===== src/rtl/button_event_classifier_if.sv =====
// Switch level in, classified button events out.
// slave = classifier side, master = driver/consumer side.
interface button_event_classifier_if;
  logic i_Switch;
  logic o_Press;
  logic o_Release;
  logic o_Short;
  logic o_Long;
  logic o_Repeat;
  logic o_Held;

  modport slave (
    input  i_Switch,
    output o_Press,
    output o_Release,
    output o_Short,
    output o_Long,
    output o_Repeat,
    output o_Held
  );

  modport master (
    output i_Switch,
    input  o_Press,
    input  o_Release,
    input  o_Short,
    input  o_Long,
    input  o_Repeat,
    input  o_Held
  );
endinterface


===== src/rtl/button_event_classifier.sv =====
// Debounced level -> press/release/short/long pulses and held flag.
// Optional auto-repeat while long-held: define BTN_AUTO_REPEAT_EN.
module button_event_classifier #(
  parameter int LONG_LIMIT    = 12500000,
  parameter int REPEAT_PERIOD = 2500000,
  parameter int CNT_W         = 24
) (
  input  logic i_Clk,
  input  logic i_Rst_n,
  button_event_classifier_if.slave bus
);

  typedef enum logic [1:0] {
    IDLE = 2'd0,
    HELD = 2'd1,
    LONG = 2'd2
  } state_t;

  localparam logic [CNT_W-1:0] LONG_LIM = CNT_W'(LONG_LIMIT);
  localparam logic [CNT_W-1:0] CNT_ONE  = CNT_W'(1);

  if (LONG_LIMIT < 2 || REPEAT_PERIOD < 1 ||
      LONG_LIMIT >= (1 << CNT_W) ||
      REPEAT_PERIOD >= (1 << CNT_W)) begin : g_bad_cfg
    $error("button_event_classifier: bad parameters");
  end

  state_t           r_State;
  logic [CNT_W-1:0] r_Cnt;
  logic             r_Prev;
  logic             r_Press;
  logic             r_Release;
  logic             r_Short;
  logic             r_Long;
  logic             r_Held;
  logic             w_Rise;
  logic             w_Fall;

  assign w_Rise = bus.i_Switch & ~r_Prev;
  assign w_Fall = ~bus.i_Switch & r_Prev;

`ifdef BTN_AUTO_REPEAT_EN
  localparam logic [CNT_W-1:0] REP_LIM = CNT_W'(REPEAT_PERIOD);
  logic r_Repeat;
`endif

  always_ff @(posedge i_Clk or negedge i_Rst_n) begin
    if (!i_Rst_n) begin
      r_State   <= IDLE;
      r_Cnt     <= '0;
      r_Prev    <= 1'b0;
      r_Press   <= 1'b0;
      r_Release <= 1'b0;
      r_Short   <= 1'b0;
      r_Long    <= 1'b0;
      r_Held    <= 1'b0;
`ifdef BTN_AUTO_REPEAT_EN
      r_Repeat  <= 1'b0;
`endif
    end else begin
      r_Prev    <= bus.i_Switch;
      r_Press   <= 1'b0;
      r_Release <= 1'b0;
      r_Short   <= 1'b0;
      r_Long    <= 1'b0;
`ifdef BTN_AUTO_REPEAT_EN
      r_Repeat  <= 1'b0;
`endif
      unique case (r_State)
        IDLE: begin
          if (w_Rise) begin
            r_State <= HELD;
            r_Cnt   <= CNT_ONE;
            r_Press <= 1'b1;
            r_Held  <= 1'b1;
          end
        end
        HELD: begin
          // Fall is tested first so it wins over the long threshold.
          if (w_Fall) begin
            r_State   <= IDLE;
            r_Cnt     <= '0;
            r_Release <= 1'b1;
            r_Short   <= 1'b1;
            r_Held    <= 1'b0;
          end else if (r_Cnt == LONG_LIM) begin
            r_State <= LONG;
            r_Cnt   <= CNT_ONE;
            r_Long  <= 1'b1;
          end else begin
            r_Cnt <= r_Cnt + CNT_ONE;
          end
        end
        LONG: begin
          if (w_Fall) begin
            r_State   <= IDLE;
            r_Cnt     <= '0;
            r_Release <= 1'b1;
            r_Held    <= 1'b0;
`ifdef BTN_AUTO_REPEAT_EN
          end else if (r_Cnt == REP_LIM) begin
            r_Cnt    <= CNT_ONE;
            r_Repeat <= 1'b1;
          end else begin
            r_Cnt <= r_Cnt + CNT_ONE;
`endif
          end
        end
        default: begin
          r_State <= IDLE;
          r_Cnt   <= '0;
          r_Held  <= 1'b0;
        end
      endcase
    end
  end

  assign bus.o_Press   = r_Press;
  assign bus.o_Release = r_Release;
  assign bus.o_Short   = r_Short;
  assign bus.o_Long    = r_Long;
  assign bus.o_Held    = r_Held;
`ifdef BTN_AUTO_REPEAT_EN
  assign bus.o_Repeat  = r_Repeat;
`else
  assign bus.o_Repeat  = 1'b0;
`endif

endmodule

===== src/flat_wrapper.sv =====
// flat-port wrapper written by rule: the top's interface ports become plain ports
module button_event_classifier_flat 
#(
  parameter int LONG_LIMIT    = 12500000,
  parameter int REPEAT_PERIOD = 2500000,
  parameter int CNT_W         = 24
)
  (i_Clk, i_Rst_n, bus_i_Switch, bus_o_Press, bus_o_Release, bus_o_Short, bus_o_Long, bus_o_Repeat, bus_o_Held);
  button_event_classifier_if bus_i ();
  input  logic i_Clk;
  input  logic i_Rst_n;
  input wire logic [$bits(bus_i.i_Switch)-1:0] bus_i_Switch;
  output wire logic [$bits(bus_i.o_Press)-1:0] bus_o_Press;
  output wire logic [$bits(bus_i.o_Release)-1:0] bus_o_Release;
  output wire logic [$bits(bus_i.o_Short)-1:0] bus_o_Short;
  output wire logic [$bits(bus_i.o_Long)-1:0] bus_o_Long;
  output wire logic [$bits(bus_i.o_Repeat)-1:0] bus_o_Repeat;
  output wire logic [$bits(bus_i.o_Held)-1:0] bus_o_Held;
  assign bus_i.i_Switch = bus_i_Switch;
  assign bus_o_Press = bus_i.o_Press;
  assign bus_o_Release = bus_i.o_Release;
  assign bus_o_Short = bus_i.o_Short;
  assign bus_o_Long = bus_i.o_Long;
  assign bus_o_Repeat = bus_i.o_Repeat;
  assign bus_o_Held = bus_i.o_Held;
  button_event_classifier #(.LONG_LIMIT(LONG_LIMIT), .REPEAT_PERIOD(REPEAT_PERIOD), .CNT_W(CNT_W)) u_core (.i_Clk(i_Clk), .i_Rst_n(i_Rst_n), .bus(bus_i));
endmodule

===== config.mk =====
export PLATFORM = sky130hd
export DESIGN_NAME = button_event_classifier_flat
export DESIGN_NICKNAME = d
export VERILOG_FILES = /design/src/rtl/button_event_classifier_if.sv /design/src/rtl/button_event_classifier.sv /design/src/flat_wrapper.sv
export SDC_FILE = /design/constraint.sdc
export NUM_CORES = 1
export LEC_CHECK = 0
export BUFFER_PORTS_ARGS = -buffer_cell sky130_fd_sc_hd__buf_2
export CAP_MARGIN = 20
export CORE_UTILIZATION = 47
export DETAILED_ROUTE_END_ITERATION = 16
export GPL_TIMING_DRIVEN = 0
export HOLD_SLACK_MARGIN = 0.15
export PLACE_DENSITY_LB_ADDON = 0.1
export SLEW_MARGIN = 10
export SYNTH_ARGS = -nofsm -noshare
export SYNTH_HDL_FRONTEND = slang
export SYNTH_SLANG_ARGS = --single-unit

===== constraint.sdc =====
create_clock -name i_Clk -period 2.65 [get_ports i_Clk]
set_input_delay 0.6625 -clock i_Clk [delete_from_list [all_inputs] [get_ports i_Clk]]
set_output_delay 0.6625 -clock i_Clk [all_outputs]
set_load 0.05 [all_outputs]

After elaboration in Yosys (flattened, before gate mapping)
Index checks and enable logic that the tools add are counted.
{ "op_classes": {"n_addsub": 1, "eq_ne": 7, "mux": 21, "n_bitwise": 4, "reduce_logical": 5} }
{ "op_table": {"columns": ["operator", "count"], "rows": [
  ["two-way mux 24 bit", 4],
  ["case mux 24 bit (3 select lines)", 1],
  ["adder 24 x 1 -> 24 bit (second input constant)", 1],
  ["equality test 24 bit (second input constant)", 1],
  ["two-way mux 1 bit", 10],
  ["two-way mux 2 bit", 4],
  ["inequality test 2 x 1 -> 1 bit (second input constant)", 3],
  ["case mux 2 bit (3 select lines)", 1],
  ["AND reduction 2 bit", 2],
  ["inequality test 3 x 1 -> 1 bit (second input constant)", 1],
  ["AND reduction 3 bit", 1],
  ["AND 1 bit", 2],
  ["equality test 2 x 1 -> 1 bit (second input constant)", 1],
  ["equality test 2 bit (second input constant)", 1],
  ["logical NOT 2 bit", 1],
  ["inverter 1 bit", 2],
  ["case mux 1 bit (2 select lines)", 1],
  ["OR reduction 2 bit", 1]
]} }
{ "word_totals": {"ff_bits": 32, "input_bits": 3} }

Longest topological paths before layout
Gate-level depths: netlist of the first run.
{ "logic_depth": {"word_depth": 4, "depth_mapped": 9, "mapped_depth_nobuf": 7} }

Worst setup path before layout of the first run
OpenSTA, ideal clock, no wires.
{ "synth_timing": {"kind": "reg-to-reg", "start": "register u_core.r_Cnt[2]", "end": "register u_core.r_State[0]", "setup_ns": 0.125, "arrival_ns": 1.866, "path_slack_ns": 0.659, "path_stages_with_launch": 7, "n_path_buf": 1, "period_less_slack_ns": 1.991, "cell_sequence": "dfrtp_1 -> or4_1 -> nor4_2 -> a21oi_2 -> buf_6 -> nor2_2 -> mux2_2"} }
{ "synth_via": {"elab_chain_len": 3} }
{ "synth_rtl": {"columns": ["element", "line_no", "rtl"], "rows": [
  ["start: declaration", "button_event_classifier.sv:29", "logic [CNT_W-1:0] r_Cnt;"],
  ["start signal: assignment", "button_event_classifier.sv:91", "r_Cnt <= r_Cnt + CNT_ONE;"],
  ["equality test 24 bit", "button_event_classifier.sv:86", "end else if (r_Cnt == LONG_LIM) begin"],
  ["inequality test 3 x 1 -> 1 bit (no line)", null, null],
  ["AND reduction 3 bit (no line)", null, null],
  ["end signal: assignment", "button_event_classifier.sv:81", "r_State <= IDLE;"],
  ["end signal: assignment", "button_event_classifier.sv:87", "r_State <= LONG;"],
  ["end signal: assignment", "button_event_classifier.sv:96", "r_State <= IDLE;"],
  ["end: declaration", "button_event_classifier.sv:28", "state_t r_State;"]
]} }
Every way passes these cells.
A chain may end at the register's enable or synchronous reset.

Worst setup path after layout of the first run
{ "layout_timing": {"start": "register u_core.r_State[0]", "end": "register u_core.r_Cnt[4]"} }
{ "layout_via": {"elab_chain_len": 3, "word_cells_on_any_way": 7} }
{ "layout_rtl": {"columns": ["element", "line_no", "rtl"], "rows": [
  ["start signal: assignment", "button_event_classifier.sv:49", "r_State <= IDLE;"],
  ["start signal: assignment", "button_event_classifier.sv:72", "r_State <= HELD;"],
  ["start signal: assignment", "button_event_classifier.sv:81", null],
  ["equality test 2 bit or logical NOT 2 bit (tied branches)", "button_event_classifier.sv:69", "unique case (r_State)"],
  ["inequality test 2 x 1 -> 1 bit (no line)", null, null],
  ["AND reduction 2 bit (no line)", null, null]
]} }
Parallel ways exist; a longest one is shown, timed or not.

==> summary.md, run 1 <==
| Metric | Value |
|---|---|
| Worst Path Required | `2.77 ns` |
| Die Wd | `65.5 µm` |
| Sinks on Clock Net | `32` |
| Antenna violations before repair | `0` |
| Final hold vios | `0` |
| IO Pins | `9` |
| DR WL/cell | `17.7 µm` |
| Clk slew on worst S/H paths | `0.06 ns` |
| Die ar. | `4290 µm²` |
| Startpoint Class | `register` |
| Fin worst setup slack | `0.275 ns` |
| Final setup fails | `0` |
| Slew HR | `0.514` |
| CP most frequent cell | `clkbuf_1` |
| Detailed Routing Iterations Pass 1 | `4` |
| Status | `finished clean` |
| WHS | `0.438 ns` |
| Post-CTS Setup Bufs | `0` |
| Worst-Margin Slew | `0.728 ns` |
| DP Worst Slack | `0.0781 ns` |
| Mapped Cells | `201` |
| CTS Hold Bufs | `0` |
| Worst-path fanout max | `10` |
| Root buffer cell | `clkbuf_8` |
| Final min period | `2.37 ns` |
| Finished Cell Area | `2060 µm²` |
| Number of global-route vias before repair | `1632` |
| Global-route wire length before repair | `7880 µm` |
| CP cell instances | `inv_1 -> ha_1 -> or3_1 -> nand2_1 -> clkbuf_1 -> clkbuf_1 -> a31oi_1` |
| Commonest cells after routing, fill and taps aside | `dfrtp_1 (32), a31oi_1 (22), nand2_1 (19)` |
| Clock Skews | `0.0124 ns` |
| Total Power | `1.55 mW` |
| Syn Area/Cell | `9.42 µm²` |
| Flops & latches, synth | `32` |
| Layout cell share with drive strength beyond 1 | `0.136` |
| Syn nets | `209` |
| Worst-skew pair later-pin latency | `0.28 ns` |
| VDD IR-drop max | `644 µV` |
| Final WL | `4630 µm` |
| Mapped cell area | `1890 µm²` |
| Sequential area share after synthesis | `0.423` |
| Buffer depth of the longest clock path | `2` |
| Initial Utilization | `0.502` |
| Port bufs | `7` |
| Leak | `0.925 nW` |
| TritonCTS clock tree | `built` |
| Area of the core | `3770 µm²` |
| Crit. End Element | `register` |
| Final TNS setup | `0 ns` |
| Max-cap violations | `0` |
| H-tree Lvls | `2` |
| Most common cell after layout, fill and taps aside | `dfrtp_1` |
| WP buf/inv | `3` |
| DRT iter0 DRCs | `108` |
| Highest Clock Rate | `0.421 GHz` |
| Total Routing Usage GR | `0.245` |
| Worst Hold Class | `primary input to async pin` |
| DRC viols | `0` |
| Final #Nets | `223` |
| Tcrit/Tclk final | `0.896` |
| DR vias | `1662` |
| PostCTS Resize Cnt | `0` |
| Hpwl dp | `3260 µm` |
| CP top delay family | `buffers and inverters` |
| Synthesis-to-finish area growth | `8.66%` |
| Routability cong. | `0.904` |
| Worst Path Class, Setup | `register to register` |
| Max Slew Vio Count | `0` |
| PwrDens | `754 nW/µm²` |
| Ys Warns | `0` |
| # diodes | `0` |
| Post-synth top flop | `dfrtp_1` |
| Crit path DAT | `2.49 ns` |
| Post-route ant nets | `0` |
| CTS buffer count | `5` |
| Overflow after GRT | `0` |
| Post-synth EDFFs | `0` |
| Final non-filler cell total | `261` |
| Placed Area | `1990 µm²` |
| # rows | `22` |
| Crit path max-delay cell type | `clkbuf_1` |
| Via density | `6.37` |
| Die Ht | `65.5 µm` |
| Placed insts | `256` |
| RSZ-0062 raised after global routing | `false` |
| Filler Cells Inserted | `348` |
| Largest net degree at the start of global routing | `33` |
| Synth cell types | `48` |
| Synth async-reset ratio | `1.00` |
| Worst path max stage delay | `0.47 ns` |
| Final core utilization | `0.545` |
-- flip-flops by register name (all words and copies together), names as in the netlist --
signal,count
u_core.bus.o_Held,1
u_core.bus.o_Long,1
u_core.bus.o_Press,1
u_core.bus.o_Release,1
u_core.bus.o_Short,1
u_core.r_Cnt,24
u_core.r_Prev,1
u_core.r_State,2
-- worst reg2reg max path: cells and delay by family (launching register included) --
| family | cells | cell delay [ns] |
|---|---|---|
| adders and majority gates | 1 | 0.23 |
| buffers and inverters | 3 | 0.94 |
| AOI/OAI and AO/OA | 1 | 0.19 |
| DFF | 1 | 0.36 |
| and+or+nand+nor | 2 | 0.49 |
-- cells in the mapped netlist (all sizes together), types with 3 or more instances --
library cell / count / share of area
or4b: 3 / 0.016
a31oi: 22 / 0.073
nand3: 17 / 0.050
nand2: 19 / 0.038
nor2: 7 / 0.015
o21ai: 3 / 0.0079
a21oi: 8 / 0.023
nand2b: 6 / 0.020
and4: 4 / 0.019
dfrtp: 32 / 0.42
nor3: 4 / 0.011
inv: 7 / 0.014
buf: 6 / 0.034
and3: 14 / 0.046
ha: 5 / 0.033
clkbuf: 5 / 0.0099
nand4: 7 / 0.023
-- path summary, 6_finish.rpt --
kind / startpoint / to / slack (ns) / cells past startpoint
worst min register to register: u_core.r_Cnt[23] / u_core.r_Cnt[23] / 0.48 / 1
worst max-delay path: u_core.r_State[0] / u_core.r_Cnt[4] / 0.28 / 7
min in group i_Clk: u_core.r_Cnt[23] / u_core.r_Cnt[23] / 0.48 / 1
worst min-delay path: i_Rst_n / u_core.r_Cnt[17] / 0.44 / 1
worst max register to register: u_core.r_State[0] / u_core.r_Cnt[4] / 0.28 / 7
max in group asynchronous: i_Rst_n / u_core.r_Cnt[1] / 1.73 / 1
-- per-layer routing --
metal	wire length, µm	share of wire	vias up	GRT usage
met5	0	0	-	0
met4	59	0.013	0	0.0815
met3	224	0.048	9	0.0451
met2	2210	0.48	41	0.394
met1	2140	0.46	823	0.331
li1	-	-	789	-
-- cell families (layout without fill, tap and decap cells) --
kind of cell / Yosys count / count (layout) / share of synthesized area
other: 1 / 1 / 0.00198
adder cells (fa/ha/maj): 6 / 6 / 0.0383
multiplexers: 4 / 4 / 0.0225
buffers and inverters: 18 / 30 / 0.0575
AND/OR/NAND/NOR: 93 / 93 / 0.289
AO/OA/AOI/OAI: 47 / 47 / 0.168
flip-flops: 32 / 32 / 0.423
-- cell type report --
cell class                 count  area (µm²)  share of cell area
multi-input combinational    151         983               0.478
sequential                    32         801               0.389
buffer                        11        82.6              0.0401
clock buffer                   5        68.8              0.0335
tap                           48        60.1              0.0292
timing repair buffer           7        35.0              0.0170
inverter                       7        26.3              0.0128
-- where the power goes --
part,internal (mW),switching (mW)
Combinational,0.212,0.417
Clock,0.169,0.165
Sequential,0.538,0.0500
Total,0.919,0.633
(Power assumes the default switching activity.)
==> run 2: changes to the inputs <==
- RECOVER_POWER: unset -> 25
==> summary.md, run 2 (synthesis gave the netlist of run 1 again) <==
| Metric | Value |
|---|---|
| H-tree Lvls | `2` |
| Slew HR | `-0.164` |
| Fin worst setup slack | `0.250 ns` |
| Worst-path fanout max | `10` |
| Worst r2r path cells | `7` |
| Worst Hold Class | `register to register` |
| Layout cell share with drive strength beyond 1 | `0.127` |
| Die Ht | `65.5 µm` |
| Commonest cells after routing, fill and taps aside | `dfrtp_1 (32), a31oi_1 (22), nand2_1 (19)` |
| Detailed Routing Iterations Pass 1 | `4` |
| Buffer depth of the longest clock path | `2` |
| Initial Utilization | `0.502` |
| Final #Nets | `223` |
| Worst-skew pair later-pin latency | `0.28 ns` |
| Most used routing layer | `met2` |
| Area of the core | `3770 µm²` |
| DRC viols | `0` |
| Largest net degree at the start of global routing | `33` |
| Met2 Resource Use GR | `0.394` |
| Leak | `0.919 nW` |
| Post-route ant nets | `0` |
| DRT iter0 DRCs | `107` |
| Hold_sp | `u_core.r_Cnt[23]` |
| Most common cell after layout, fill and taps aside | `dfrtp_1` |
| IO Pins | `9` |
| Top flop regs | `u_core.r_Cnt (24), u_core.r_State (2)` |
| Routing usage on met1 | `0.331` |
| Reg-to-reg endpoint | `u_core.r_Cnt[4]` |
| Highest Clock Rate | `0.417 GHz` |
| Total Power | `1.55 mW` |
| Max-cap violations | `1` |
| Sinks on Clock Net | `32` |
| Startpoint Class | `primary input` |
| Hpwl dp | `3260 µm` |
| Die Wd | `65.5 µm` |
| Clock Skews | `0.0110 ns` |
| Setup crit start | `bus_i_Switch` |
| # diodes | `0` |
| CTS buffer count | `5` |
| Crit. End Element | `register` |
| TritonCTS clock tree | `built` |
| Root buffer cell | `clkbuf_8` |
| DP Worst Slack | `0.0781 ns` |
| RSZ-0062 raised after global routing | `false` |
| PwrDens | `755 nW/µm²` |
| DR WL/cell | `17.7 µm` |
| Worst Path Required | `2.77 ns` |
| Reg-to-reg slack, setup | `0.26 ns` |
| Number of global-route vias before repair | `1632` |
| Final TNS setup | `0 ns` |
| Overflow after GRT | `0` |
| Reg with most FFs | `u_core.r_Cnt` |
| Final setup fails | `0` |
| VDD IR-drop max | `643 µV` |
| Final hold vios | `0` |
| Post-CTS Setup Bufs | `0` |
| Status | `finished with violations` |
| Routability cong. | `0.904` |
| Clk slew on worst S/H paths | `0.07 ns` |
| Global-route wire length before repair | `7880 µm` |
| Worst-Margin Slew | `1.75 ns` |
| Final WL | `4630 µm` |
| Worst flop-to-flop path startpoint | `u_core.r_State[0]` |
| Worst Path Class, Setup | `primary input to register` |
| PostCTS Resize Cnt | `0` |
| M3 GR Usage | `0.0451` |
| # rows | `22` |
| Tcrit/Tclk final | `0.906` |
| DR vias | `1654` |
| Final min period | `2.40 ns` |
| CTS Hold Bufs | `0` |
| Via density | `6.34` |
| Antenna violations before repair | `0` |
| Filler Cells Inserted | `350` |
| Largest register FFs | `24` |
| Total Routing Usage GR | `0.245` |
| Failing checks | `capacitance limit, slew limit` |
| Die ar. | `4290 µm²` |
| Max Slew Vio Count | `33` |
| Port bufs | `7` |
| Synthesis-to-finish area growth | `8.53%` |
| Crit path DAT | `2.52 ns` |
| Setup crit end | `u_core.r_Cnt[4]` |
==> run 2: cell count changes in the layout (fill, tap and decap cells not counted), sizes merged <==
cell / change
buf: -2
clkbuf: +2
==> run 2: critical path: stages <==
cell and delay [ns]:
clkbuf_1 0.15, inv_1 0.10, or3_1 0.42, nand2_1 0.11, clkbuf_1 0.41, clkbuf_1 0.47, a31oi_1 0.19
==> run 2: worst min path at each step <==
stage | endpoint | slack [ns] | depth (start not counted)
3_3_place_gp | u_core.r_Cnt[23] | 0.47 | 1
4_1_cts | u_core.r_Cnt[17] | 0.46 | 1
2_1_floorplan | u_core.bus.o_Held | 0.37 | 0
6_report | u_core.r_Cnt[23] | 0.48 | 1
3_5_place_dp | u_core.r_Cnt[23] | 0.47 | 1
5_1_grt | u_core.r_Cnt[23] | 0.52 | 1
==> run 2: per-layer routing <==
layer | part of all wire | vias to the layer above
met4 | 0.013 | 0
met3 | 0.047 | 9
met2 | 0.48 | 39
li1 | - | 793
met5 | 0 | -
met1 | 0.46 | 813
==> run 2: layout make-up <==
type	count	area [µm²]	share of cell area
Tap cell	48	60.1	0.0292
Inverter	7	26.3	0.0128
Multi-Input combinational cell	151	983	0.479
Sequential cell	32	801	0.390
Clock buffer	5	68.8	0.0335
Buffer	11	82.6	0.0402
Timing Repair Buffer	7	32.5	0.0158
==> run 2: power by group <==
| group | internal [mW] | total (mW) | switching [mW] | leakage, nW |
|---|---|---|---|---|
| Combinational | 0.211 | 0.629 | 0.418 | 0.448 |
| Sequential | 0.538 | 0.589 | 0.0505 | 0.436 |
| Clock | 0.169 | 0.333 | 0.164 | 0.0359 |
| Total | 0.919 | 1.55 | 0.632 | 0.919 |
==> run 2: per-stage QoR <==
stage | cells | util | hold WS [ns] | instance area [µm²]
6_report | 261 | 0.545 | 0.484 | 2050
3_5_place_dp | 256 | 0.527 | 0.473 | 1990
3_3_place_gp | 256 | 0.527 | 0.469 | 1990
5_1_grt | 261 | 0.545 | 0.517 | 2050
2_1_floorplan | 201 | - | 0.367 | 1890
4_1_cts | 261 | 0.545 | 0.456 | 2060
